[src/rtl/stm_storage.sv]
// Microprocessor-accessible register file: ID/version constants, a write counter and 61
// general byte registers with a registered, read-before-write data output.
module stm_storage (
    input  logic       Clock,
    input  logic       Rst_n,
    input  logic       Mpi_enb,
    input  logic       Rw,
    input  logic [5:0] Addr_in,
    input  logic [7:0] Data_in,
    output logic [7:0] Data_out
);

    localparam logic [7:0] IdValue      = 8'hA5;
    localparam logic [7:0] VersionValue = 8'h01;
    localparam int unsigned FirstGen    = 3;
    localparam int unsigned LastGen     = 63;

    logic [7:0] regs_q [FirstGen:LastGen];
    logic [7:0] regs_d [FirstGen:LastGen];
    logic [7:0] wcnt_q, wcnt_d;
    logic [7:0] data_out_q, data_out_d;
    logic       wr_stb;

    assign wr_stb = Mpi_enb && !Rw;

    always_comb begin
        regs_d = regs_q;
        wcnt_d = wcnt_q;
        if (wr_stb) begin
            // Every write strobe counts, including ones aimed at the read-only locations.
            wcnt_d = wcnt_q + 8'd1;
            for (int i = FirstGen; i <= LastGen; i++) begin
                if (Addr_in == 6'(i)) begin
                    regs_d[i] = Data_in;
                end
            end
        end
    end

    // Read mux looks at current state, so a coincident write is seen one edge later.
    always_comb begin
        data_out_d = 8'h00;
        unique case (Addr_in)
            6'd0:    data_out_d = IdValue;
            6'd1:    data_out_d = VersionValue;
            6'd2:    data_out_d = wcnt_q;
            default: begin
                for (int i = FirstGen; i <= LastGen; i++) begin
                    if (Addr_in == 6'(i)) begin
                        data_out_d = regs_q[i];
                    end
                end
            end
        endcase
    end

    always_ff @(posedge Clock or negedge Rst_n) begin
        if (!Rst_n) begin
            for (int i = FirstGen; i <= LastGen; i++) begin
                regs_q[i] <= 8'h00;
            end
            wcnt_q     <= 8'h00;
            data_out_q <= 8'h00;
        end else begin
            regs_q     <= regs_d;
            wcnt_q     <= wcnt_d;
            data_out_q <= data_out_d;
        end
    end

    assign Data_out = data_out_q;

endmodule

[config.mk]
export PLATFORM = sky130hd
export DESIGN_NAME = stm_storage
export DESIGN_NICKNAME = d
export VERILOG_FILES = /design/src/rtl/stm_storage.sv
export SDC_FILE = /design/constraint.sdc
export NUM_CORES = 1
export LEC_CHECK = 0
export CAP_MARGIN = 20
export CORE_ASPECT_RATIO = 1.25
export CORE_MARGIN = 1
export CORE_UTILIZATION = 42
export CTS_CLUSTER_SIZE = 12
export DETAILED_ROUTE_END_ITERATION = 8
export DONT_BUFFER_PORTS = 1
export GPL_TIMING_DRIVEN = 0
export SYNTH_ARGS = -nofsm -noshare
export SYNTH_HDL_FRONTEND = slang
export SYNTH_SLANG_ARGS = --single-unit
[constraint.sdc]
create_clock -name Clock -period 2.2 [get_ports Clock]
set_input_delay 0.22 -clock Clock [delete_from_list [all_inputs] [get_ports Clock]]
set_output_delay 0.22 -clock Clock [all_outputs]
set_load 0.05 [all_outputs]
==> metrics.md <==
| Metric | Value |
|---|---|
| Area share of fa/ha/maj cells after synthesis | `0.000492` |
| Source-to-sink clock delay at the later pin of the worst-skew pair | `630 ps` |
| Cts-stage hold buffer count | `8` |
| Max incr delay on CP | `420 ps` |
| Final worst hold slack | `-667 ps` |
| Family with the most delay on the worst path | `buffers and inverters` |
| Final Setup Violations | `57` |
| Highest-count cells in the layout ignoring fill and taps | `sky130_fd_sc_hd__mux2_2, sky130_fd_sc_hd__dfrtp_1, sky130_fd_sc_hd__nand2_1, sky130_fd_sc_hd__a21oi_1, sky130_fd_sc_hd__nor2_1` |
| Data arrival time of the critical path | `2910 ps` |
| Measured slew at the worst slew-check pin | `1540 ps` |
| Synth Flop Type | `sky130_fd_sc_hd__dfrtp_1` |
| Hold Path Class | `input pin to asynchronous set/reset pin` |
| Post-Route WL | `118000 um` |
| Clk pin slew, worst setup/hold paths | `60 ps` |
| Area share of the largest cell type after synthesis | `0.496` |
| Max clock buf depth | `3` |
| Overall Global Routing Usage | `0.380` |
| Final clock skew | `17.4 ps` |
| Area of the die | `61600 sq um` |
| Pin count of the biggest net entering global routing | `505` |
| Core Footprint | `59700 sq um` |
| Peak ir drop on the vdd network | `751 uV` |
| Async SR Flop Fraction | `1.00` |
| Num CTS Buffers | `54` |
| Largest family of logic cells by synthesized area | `multiplexers` |
| Share of synthesized cell area in and, or, nand and nor gates | `0.0854` |
| RSZ-0062 raised after global routing | `true` |
| Global-route wire length before repair | `164000 um` |
| Result of the run | `complete, but fails checks` |
| Count of cell types in the netlist | `90` |
| Starting utilization of the core area | `0.426` |
| Sequential element share of the synthesized area | `0.496` |
| Number of hold violations in the final report | `504` |
| Post-route ant nets | `0` |
| Syn-to-layout area delta | `17.8%` |
| Data required time of the critical path | `2640 ps` |
| Fraction of synthesized area in multiplexers | `0.255` |
| Detail Placement HPWL | `79400 um` |
| Leading cell types by total area after synthesis | `sky130_fd_sc_hd__dfrtp_1, sky130_fd_sc_hd__mux2_2, sky130_fd_sc_hd__mux2i_1, sky130_fd_sc_hd__a21oi_1, sky130_fd_sc_hd__o21ai_0` |
| Via count | `21500` |
| Post-Syn Area per Cell | `11.7 sq um` |
| Synthesized-area fraction occupied by ao, oa, aoi and oai cells | `0.126` |
| Final critical delay including setup and external delays | `2470 ps` |
| Vertical die dimension | `277 um` |
| Power per cell area | `786 nW/um^2` |
| Port bufs | `0` |
| Max Clock Freq | `405 MHz` |
| Number of nets at the end of the flow | `2301` |
| Number of sinks driven by the clock tree | `504` |
| Clock root buffer | `sky130_fd_sc_hd__clkbuf_16` |
| Mapped Area | `25400 sq um` |
| Final period util | `1.12` |
| Setup slack of the most critical reg-to-reg path | `-210 ps` |
| Clock tree from TritonCTS | `done` |
| Via count of the first global-routing pass | `21100` |
| Flip-flop and latch count after synthesis | `504` |
| Area share of xor/xnor cells in the synthesized design | `0.00241` |
| List of cells traversed by the critical path | `buf_6 -> buf_12 -> inv_8 -> buf_12 -> buf_12 -> mux2i_4 -> o211ai_1 -> nor4_4 -> o41ai_4 -> a21oi_4 -> o211ai_1` |
| Worst-path fanout max | `10` |
| Most area-hungry cell type in the Yosys netlist | `sky130_fd_sc_hd__dfrtp_1` |
| Vias per Instance | `6.95` |
| Routability-driven placement congestion ratio | `1.03` |
| CP Launch Type | `input pin` |
| Worst path most repeated cell | `sky130_fd_sc_hd__buf_12` |
| Wire per inst | `38.2 um` |
| Fraction of final layout cells with drive strength greater than 1 | `0.382` |
| Count of pins on the block boundary | `26` |
| Worst setup path category | `input pin to register` |
| # H-tree levels | `2` |
| Final number of max-transition violations | `62` |
| Rel. slew slack | `-0.0294` |
| Placed cell count | `2955` |
| Die W | `222 um` |
| Nature of the critical path endpoint | `register` |
| GR Overflow Total | `0` |
| P_leak | `0.0137 uW` |
| Violated checks | `hold timing, slew limit, setup timing` |
| Leading cell type in the layout, fill and taps excluded | `sky130_fd_sc_hd__mux2_2` |
| Post-Syn Nets | `2200` |
| Final Util | `0.502` |
| Yosys warns | `0` |
| CP Buf/Inv Count | `5` |
| Cell with the biggest individual delay on the critical path | `sky130_fd_sc_hd__nor4_4` |
| Count of standard-cell rows | `100` |
| Number of instances in the synthesized netlist | `2181` |
| Max cap viols | `0` |
| Number of antenna violations at the first check in global routing | `3` |
| Final cell count without fillers | `3090` |
| Count of routing violations after the opening detailed-route iteration | `2900` |
| Count of TritonRoute iterations in the first routing pass | `8` |
| Remaining routing DRC violations | `0` |
| Count of flip-flops with a built-in enable after synthesis | `0` |
| PnR worst setup slack | `-272 ps` |
Yosys cell counts, types with 8 or more instances:
master and count:
sky130_fd_sc_hd__or3_1 10, sky130_fd_sc_hd__dfrtp_1 504, sky130_fd_sc_hd__a211oi_1 21, sky130_fd_sc_hd__a31oi_1 17, sky130_fd_sc_hd__nand2b_1 14, sky130_fd_sc_hd__and3_1 10, sky130_fd_sc_hd__a22oi_1 24, sky130_fd_sc_hd__o221ai_1 20
sky130_fd_sc_hd__mux2_2 516, sky130_fd_sc_hd__clkbuf_1 87, sky130_fd_sc_hd__buf_1 11, sky130_fd_sc_hd__o22ai_1 39, sky130_fd_sc_hd__buf_4 13, sky130_fd_sc_hd__nor3_1 25, sky130_fd_sc_hd__nor2b_1 16, sky130_fd_sc_hd__o21ai_0 101
sky130_fd_sc_hd__inv_1 11, sky130_fd_sc_hd__mux2i_1 56, sky130_fd_sc_hd__o211ai_1 20, sky130_fd_sc_hd__a21oi_1 108, sky130_fd_sc_hd__a221oi_1 11, sky130_fd_sc_hd__nor2_1 103, sky130_fd_sc_hd__o31ai_1 8, sky130_fd_sc_hd__nand3_1 44
sky130_fd_sc_hd__o32ai_1 11, sky130_fd_sc_hd__buf_2 74, sky130_fd_sc_hd__nor4_1 9, sky130_fd_sc_hd__a21o_1 9, sky130_fd_sc_hd__nand2_1 125
power by group:
group          total (uW)  internal [uW]  leakage, uW  switching (uW)
logic                3110           1260      0.00592            1850
registers           10700          10100      0.00684             650
clock network        9740           5730     0.000924            4010
flip-flops by register name, indices dropped and copies added (netlist names):
name	flops
wcnt_q	8
regs_q	488
Data_out	8
metal layers:
metal | track usage | share of wire
met5 | 0 | 0.00026
met1 | 0.475 | 0.37
met2 | 0.559 | 0.43
met3 | 0.0993 | 0.11
met4 | 0.299 | 0.092
area by class of cell:
type                       instances  area, sq um
antenna                            3         7.51
buffer                           183         1350
clock buffer                      84         1700
clock inverter                    12          160
fill                            5338        29700
inverter                          13         57.6
multi-input combinational       1477        12600
sequential                       504        12600
tap                              765          957
timing repair buffer              49          488
logic make-up after synthesis:
logic type	Yosys count
XOR/XNOR	7
adder cells (fa/ha/maj)	1
buffers and inverters	200
AO/OA/AOI/OAI	480
flip-flops	504
AND/OR/NAND/NOR	412
multiplexers	577
stage by stage:
stage | instance area [sq um] | setup WS (ps) | hold slack, ps | setup TNS, ps | power [uW]
floorplan | 25400 | 47.5 | -75.6 | 0 | 12300
global placement | 26400 | -2830 | -40.6 | -520050 | 13400
detailed placement | 26500 | -2690 | -42.2 | -517280 | 13500
CTS | 29500 | -259 | -688 | -650 | 23400
global route | 30000 | -172 | -684 | -832 | 24000
finish | 30000 | -272 | -667 | -2160 | 23600
path summary, 6_finish.rpt:
kind / from / end / depth (start not counted)
worst max-delay path: Addr_in[0] / Data_out[3]$_DFF_PN0_ / 11
worst min-delay path: Rst_n / regs_q[454]$_DFFE_PN0P_ / 0
worst max register to register: regs_q[339]$_DFFE_PN0P_ / Data_out[3]$_DFF_PN0_ / 7
worst min register to register: regs_q[458]$_DFFE_PN0P_ / regs_q[458]$_DFFE_PN0P_ / 1
max in group asynchronous: Rst_n / regs_q[299]$_DFFE_PN0P_ / 0
min in group Clock: Rw / wcnt_q[1]$_DFFE_PN0P_ / 4
timing repair:
action | 4_1_cts | 5_1_grt
setup endpoints to repair | 400 | 94
pin swaps | 31 | 22
endpoints found under the hold margin | 512 | 504
setup buffers | 16 | 16
cloned | 0 | 0
resized for setup | 257 | 89
worst reg2reg max path: stages, from the launching register on:
cell and delay [ps]:
sky130_fd_sc_hd__dfrtp_1 380, sky130_fd_sc_hd__mux2_4 300, sky130_fd_sc_hd__mux2i_4 170, sky130_fd_sc_hd__o211ai_1 260, sky130_fd_sc_hd__nor4_4 420, sky130_fd_sc_hd__o41ai_4 250
sky130_fd_sc_hd__a21oi_4 270, sky130_fd_sc_hd__o211ai_1 170
No activity file was read; power rests on OpenSTA's default activity.
